--- config.mk ---
export PLATFORM = sky130hd
export DESIGN_NAME = flash_arbiter
export DESIGN_NICKNAME = d
export VERILOG_FILES = /design/src/rtl/flash_arbiter.sv
export SDC_FILE = /design/constraint.sdc
export NUM_CORES = 1
export LEC_CHECK = 0
export BUFFER_PORTS_ARGS = -buffer_cell sky130_fd_sc_hd__buf_2
export CORE_ASPECT_RATIO = 1.75
export CORE_MARGIN = 5
export CORE_UTILIZATION = 53
export DETAILED_ROUTE_END_ITERATION = 6
export PLACE_DENSITY = 0.85
export REMOVE_ABC_BUFFERS = 1
export SKIP_LAST_GASP = 1
export SYNTH_ARGS = -nofsm -noshare
export SYNTH_HDL_FRONTEND = slang
export SYNTH_SLANG_ARGS = --single-unit
export TNS_END_PERCENT = 100
--- constraint.sdc ---
create_clock -name clk -period 3 [get_ports clk]
set_input_delay 0.6 -clock clk [delete_from_list [all_inputs] [get_ports clk]]
set_output_delay 0.6 -clock clk [all_outputs]
set_load 0.02 [all_outputs]
--- src/rtl/flash_arbiter.sv ---
// flash_arbiter: shares one byte-wide flash between instruction fetch
// (32-bit little-endian word reads) and the data stage (byte load/store).
// Sequences cs/we/re/addr, waits READ_LAT cycles per read, returns a
// one-cycle ack per request. All outputs are registered.
// Build option: define FLASH_ARB_RR_EN for round-robin arbitration on
// simultaneous requests; otherwise data has fixed priority over fetch.
module flash_arbiter #(
  parameter int READ_LAT = 2,
  parameter int AW       = 24
) (
  input  logic          clk,
  input  logic          rst,
  input  logic          if_req,
  input  logic [AW-1:0] if_addr,
  output logic [31:0]   if_rdata,
  output logic          if_ack,
  input  logic          d_req,
  input  logic          d_we,
  input  logic [AW-1:0] d_addr,
  input  logic [7:0]    d_wdata,
  output logic [7:0]    d_rdata,
  output logic          d_ack,
  output logic          fl_cs,
  output logic          fl_we,
  output logic          fl_re,
  output logic [AW-1:0] fl_addr,
  output logic [7:0]    fl_in,
  input  logic [7:0]    fl_out,
  output logic          busy
);

  typedef enum logic [1:0] {
    IDLE = 2'd0,
    ADDR = 2'd1,
    WAIT = 2'd2,
    DONE = 2'd3
  } state_t;

  // Wait counter runs 0..READ_LAT-1; the last value is the sampling edge.
  localparam int CW = (READ_LAT > 1) ? $clog2(READ_LAT) : 1;
  localparam logic [CW-1:0] CNT_LAST = CW'(READ_LAT - 1);

  state_t          state_q, state_d;
  logic [1:0]      idx_q, idx_d;
  logic [CW-1:0]   cnt_q, cnt_d;
  logic            is_fetch_q, is_fetch_d;
  logic            we_q, we_d;
  logic [AW-1:0]   addr_q, addr_d;
  logic [23:0]     word_q, word_d;

  logic            fl_cs_q, fl_cs_d;
  logic            fl_we_q, fl_we_d;
  logic            fl_re_q, fl_re_d;
  logic [AW-1:0]   fl_addr_q, fl_addr_d;
  logic [7:0]      fl_in_q, fl_in_d;
  logic [31:0]     if_rdata_q, if_rdata_d;
  logic [7:0]      d_rdata_q, d_rdata_d;
  logic            if_ack_q, if_ack_d;
  logic            d_ack_q, d_ack_d;
  logic            busy_q, busy_d;

  logic            grant_data;
  logic [1:0]      idx_inc;

`ifdef FLASH_ARB_RR_EN
  // 0 = fetch was granted last, 1 = data was granted last
  localparam logic LG_FETCH = 1'b0;
  localparam logic LG_DATA  = 1'b1;
  logic            last_grant_q, last_grant_d;
`endif

  // Next-state, datapath and registered-output computation
  always_comb begin
    state_d    = state_q;
    idx_d      = idx_q;
    cnt_d      = cnt_q;
    is_fetch_d = is_fetch_q;
    we_d       = we_q;
    addr_d     = addr_q;
    word_d     = word_q;
    fl_cs_d    = fl_cs_q;
    fl_we_d    = fl_we_q;
    fl_re_d    = fl_re_q;
    fl_addr_d  = fl_addr_q;
    fl_in_d    = fl_in_q;
    if_rdata_d = if_rdata_q;
    d_rdata_d  = d_rdata_q;
    if_ack_d   = 1'b0;
    d_ack_d    = 1'b0;
    idx_inc    = idx_q + 2'd1;

`ifdef FLASH_ARB_RR_EN
    last_grant_d = last_grant_q;
    // On a tie the port that did not win last time gets the flash.
    grant_data   = d_req && (!if_req || (last_grant_q == LG_FETCH));
`else
    // Data stage always wins a tie.
    grant_data   = d_req;
`endif

    case (state_q)
      IDLE: begin
        if (d_req || if_req) begin
          state_d    = ADDR;
          is_fetch_d = !grant_data;
          we_d       = grant_data && d_we;
          addr_d     = grant_data ? d_addr : if_addr;
          idx_d      = 2'd0;
          fl_cs_d    = 1'b1;
          fl_addr_d  = grant_data ? d_addr : if_addr;
          if (grant_data && d_we) begin
            fl_we_d = 1'b1;
            fl_in_d = d_wdata;
          end else begin
            fl_re_d = 1'b1;
          end
`ifdef FLASH_ARB_RR_EN
          last_grant_d = grant_data ? LG_DATA : LG_FETCH;
`endif
        end
      end

      ADDR: begin
        if (we_q) begin
          // Store completes after its single write strobe cycle.
          state_d = DONE;
          fl_cs_d = 1'b0;
          fl_we_d = 1'b0;
          d_ack_d = 1'b1;
        end else begin
          // Reads keep cs/re/addr stable through the wait window.
          state_d = WAIT;
          cnt_d   = '0;
        end
      end

      WAIT: begin
        cnt_d = cnt_q + CW'(1);
        if (cnt_q == CNT_LAST) begin
          if (!is_fetch_q) begin
            d_rdata_d = fl_out;
            state_d   = DONE;
            fl_cs_d   = 1'b0;
            fl_re_d   = 1'b0;
            d_ack_d   = 1'b1;
          end else if (idx_q == 2'd3) begin
            // Last byte: publish the whole word only now so a reset
            // mid-fetch never exposes a partial word.
            if_rdata_d = {fl_out, word_q};
            state_d    = DONE;
            fl_cs_d    = 1'b0;
            fl_re_d    = 1'b0;
            if_ack_d   = 1'b1;
          end else begin
            word_d[8*idx_q +: 8] = fl_out;
            idx_d                = idx_inc;
            fl_addr_d            = addr_q + AW'(idx_inc);
            state_d              = ADDR;
          end
        end
      end

      DONE: begin
        state_d = IDLE;
      end

      default: begin
        state_d = IDLE;
        fl_cs_d = 1'b0;
        fl_we_d = 1'b0;
        fl_re_d = 1'b0;
      end
    endcase

    busy_d = (state_d != IDLE);
  end

  // State and output registers with synchronous active-low reset
  always_ff @(posedge clk) begin
    if (!rst) begin
      state_q    <= IDLE;
      idx_q      <= '0;
      cnt_q      <= '0;
      is_fetch_q <= 1'b0;
      we_q       <= 1'b0;
      addr_q     <= '0;
      word_q     <= '0;
      fl_cs_q    <= 1'b0;
      fl_we_q    <= 1'b0;
      fl_re_q    <= 1'b0;
      fl_addr_q  <= '0;
      fl_in_q    <= '0;
      if_rdata_q <= '0;
      d_rdata_q  <= '0;
      if_ack_q   <= 1'b0;
      d_ack_q    <= 1'b0;
      busy_q     <= 1'b0;
    end else begin
      state_q    <= state_d;
      idx_q      <= idx_d;
      cnt_q      <= cnt_d;
      is_fetch_q <= is_fetch_d;
      we_q       <= we_d;
      addr_q     <= addr_d;
      word_q     <= word_d;
      fl_cs_q    <= fl_cs_d;
      fl_we_q    <= fl_we_d;
      fl_re_q    <= fl_re_d;
      fl_addr_q  <= fl_addr_d;
      fl_in_q    <= fl_in_d;
      if_rdata_q <= if_rdata_d;
      d_rdata_q  <= d_rdata_d;
      if_ack_q   <= if_ack_d;
      d_ack_q    <= d_ack_d;
      busy_q     <= busy_d;
    end
  end

`ifdef FLASH_ARB_RR_EN
  // Last-grant register; resets to fetch so the first tie goes to data
  always_ff @(posedge clk) begin
    if (!rst) begin
      last_grant_q <= LG_FETCH;
    end else begin
      last_grant_q <= last_grant_d;
    end
  end
`endif

  assign fl_cs    = fl_cs_q;
  assign fl_we    = fl_we_q;
  assign fl_re    = fl_re_q;
  assign fl_addr  = fl_addr_q;
  assign fl_in    = fl_in_q;
  assign if_rdata = if_rdata_q;
  assign d_rdata  = d_rdata_q;
  assign if_ack   = if_ack_q;
  assign d_ack    = d_ack_q;
  assign busy     = busy_q;

endmodule

==> results.py <==
metrics = {
    "sta": {
        "final.setup.tns_ps": 0,
        "setup_violations": 0,
        "timing.fmax_mhz": 373,
        "worst_slack_ps": 318,
        "slew_headroom": 0.562,
        "whs_ps": 423,
        "tightestPinTransition_ps": 650,
        "min_period_over_period": 0.894,
        "final-hold-violation-count": 0,
        "skew_ps": 9.54,
        "min_period_ps": 2680,
        "drv_slew": 0,
        "rsz0062_at_grt": "no",
    },
    "drt": {
        "route.detailed.drc": 0,
        "drt_iter0_drc": 237,
        "first_pass_iters": 4,
        "finalWirelength_um": 16600,
        "via_count": 5787,
        "post_drt_wl_per_cell_um": 16.7,
        "ant_nets": 0,
        "vias_per_cell": 5.82,
    },
    "placement": {
        "gp_congestion": 0.929,
        "dp_slack_ps": 321,
        "dpl.hpwl_um": 11800,
        "io_buffer_count": 146,
    },
    "global_route": {
        "antenna_found_initial": 0,
        "grt_use_total": 0.245,
        "grt_pass1_vias": 5641,
        "overflow": 0,
        "grt_pass1_wl_um": 27000,
        "grt_max_degree": 58,
    },
    "synthesis": {
        "ys_ff_latch": 133,
        "yosysTopAreaCell": "dfxtp_1",
        "syn_inst": 717,
        "synth_edf_count": 0,
        "seq_area_frac_synth": 0.447,
        "synthTopCellsByCount": "nand2_1, dfxtp_1, a21oi_1",
        "ys_types": 58,
        "syn_area_mm2": 0.00596,
        "synth_top_area_share": 0.447,
        "synthTopCellsByArea": "dfxtp_1, nand2_1, a21oi_1, mux2i_1, nand3_1",
        "async_flop_share": 0,
        "yosysWarnings": 0,
        "synthFlopType": "dfxtp_1",
        "synth_most_common_cell": "nand2_1",
        "syn_area_per_cell_um2": 8.31,
    },
    "worst_setup_path": {
        "endpoint_kind": "flop",
        "crit_fanout": 13,
        "startpoint": "idx_q[0]$_SDFFE_PN0P_",
        "crit_buf_inv": 1,
        "path_cells": "inv_1 > ha_1 > ha_1 > a21oi_1 > or4_4 > or4_1 > a31oi_1",
        "path_delay_family": "simple AND/OR/NAND/NOR gates",
        "worstPathRequired_ps": 3330,
        "cpMaxStageDelayCell": "or4_4",
        "cp-start-kind": "flop",
        "critPathMaxStageDelay_ps": 630,
        "cpMostUsedCell": "ha_1",
        "arrival_ps": 3010,
        "crit_type": "flop to flop",
        "reg2reg_from": "idx_q[0]$_SDFFE_PN0P_",
    },
    "cells_and_area": {
        "num_antenna_cells": 0,
        "fin_util": 0.671,
        "nNetsFinal": 930,
        "layout-drive-gt1-share": 0.244,
        "areaGrowthSynthToFinish_pct": 25.1,
        "fillers": 938,
    },
    "flow_run": {
        "maxCapViolCount": 0,
    },
    "floorplan": {
        "num_io_pins": 147,
        "die_y_um": 150,
        "die_x_um": 90.2,
        "die-area_mm2": 0.0135,
        "coreArea_mm2": 0.0111,
        "rows": 51,
        "initial_core_util": 0.537,
    },
    "cts": {
        "cts_hold_buf": 0,
        "clkTransAtPathRegs_ps": 60,
        "clock_sinks": 133,
        "clock_latency_ps": 420,
        "root_buffer": "clkbuf_16",
        "cts_setup_buffers": 0,
        "max-clock-path-buffers": 2,
        "numCtsBuffers": 17,
        "cts_tree": "done",
        "h-tree-depth": 4,
        "cts.repair.resized": 0,
    },
    "outcome": {
        "status": "completed",
    },
    "power": {
        "p_leak_uw": 0.00319,
        "power_density_mw_per_mm2": 821,
        "ir_worst_vdd_mv": 0.669,
    },
    "hold_path": {
        "min_path_type": "input pin to flop",
        "hp-start": "d_wdata[6]",
    },
}
==> area by class of cell <==
| cell class | count | area, um^2 | share of cell area |
|---|---|---|---|
| timing repair buffer | 166 | 893 | 0.120 |
| clock buffer | 21 | 460 | 0.0618 |
| tap | 132 | 165 | 0.0222 |
| multi-input combinational | 520 | 3030 | 0.407 |
| sequential | 133 | 2660 | 0.357 |
| inverter | 11 | 42.5 | 0.00571 |
| clock inverter | 11 | 198 | 0.0265 |
==> per-stage QoR <==
step	instances	power [uW]	area, um^2
2_1_floorplan	664	3230	5740
3_3_place_gp	962	3790	6800
3_5_place_dp	962	3830	6800
4_1_cts	994	6140	7450
5_1_grt	994	6430	7450
6_report	994	6120	7450
==> final timing paths <==
path / depth (start not counted) / slack, ps / to
max: 7 / 320 / fl_addr[15]$_SDFFE_PN0P_
min: 3 / 420 / fl_in[6]$_SDFFE_PN0P_
max reg2reg: 7 / 320 / fl_addr[15]$_SDFFE_PN0P_
min reg2reg: 2 / 450 / if_rdata[14]$_SDFFE_PN0P_
==> cells by family after synthesis <==
| logic type | Yosys count | share of synthesized area |
|---|---|---|
| mux | 36 | 0.0611 |
| compound gates | 174 | 0.183 |
| xor+xnor | 5 | 0.00735 |
| simple gates | 293 | 0.231 |
| fa+ha+maj | 12 | 0.0265 |
| flops | 133 | 0.447 |
| buf+inv | 64 | 0.0441 |
==> per-layer routing <==
| metal | routed length, um | vias up | track usage |
|---|---|---|---|
| li1 | - | 2817 | - |
| met1 | 5970 | 2673 | 0.250 |
| met2 | 8920 | 242 | 0.453 |
| met3 | 1060 | 55 | 0.0590 |
| met4 | 662 | 0 | 0.137 |
| met5 | 0 | - | 0 |
==> cells in the final DEF (no fill, tap or decap), types with 5 or more instances in the layout <==
cell / instances
buf_4: 19
nand2_1: 138
nand3_1: 41
and2_1: 6
a21o_1: 7
a21oi_1: 84
clkbuf_16: 17
nand4_1: 7
bufinv_16: 5
nor3_1: 9
nor4_1: 13
inv_1: 9
o211ai_1: 11
or3_1: 6
a211oi_1: 26
or4_1: 6
o21a_1: 5
dfxtp_1: 133
ha_1: 11
o21ai_0: 12
mux2i_1: 33
nor2_1: 42
buf_2: 146
==> state kept, by name, summed over array words and instances, names as in the netlist, 2 cells and up <==
register and count:
fl_addr 24, addr_q 24, idx_q 2, if_rdata 32
d_rdata 8, fl_in 8, state_q 2, word_q 24
==> tightest hold or removal path: cells and delay by family <==
kind            cells  cell delay, ps
simple gates        1              40
buf+inv             1             100
compound gates      1              50
==> report_power, final <==
| group | switching (uW) | internal [uW] |
|---|---|---|
| clock network | 779 | 1520 |
| registers | 249 | 2030 |
| logic | 975 | 566 |
| total | 2000 | 4120 |
Note: power is estimated with default switching activity, not from simulation.
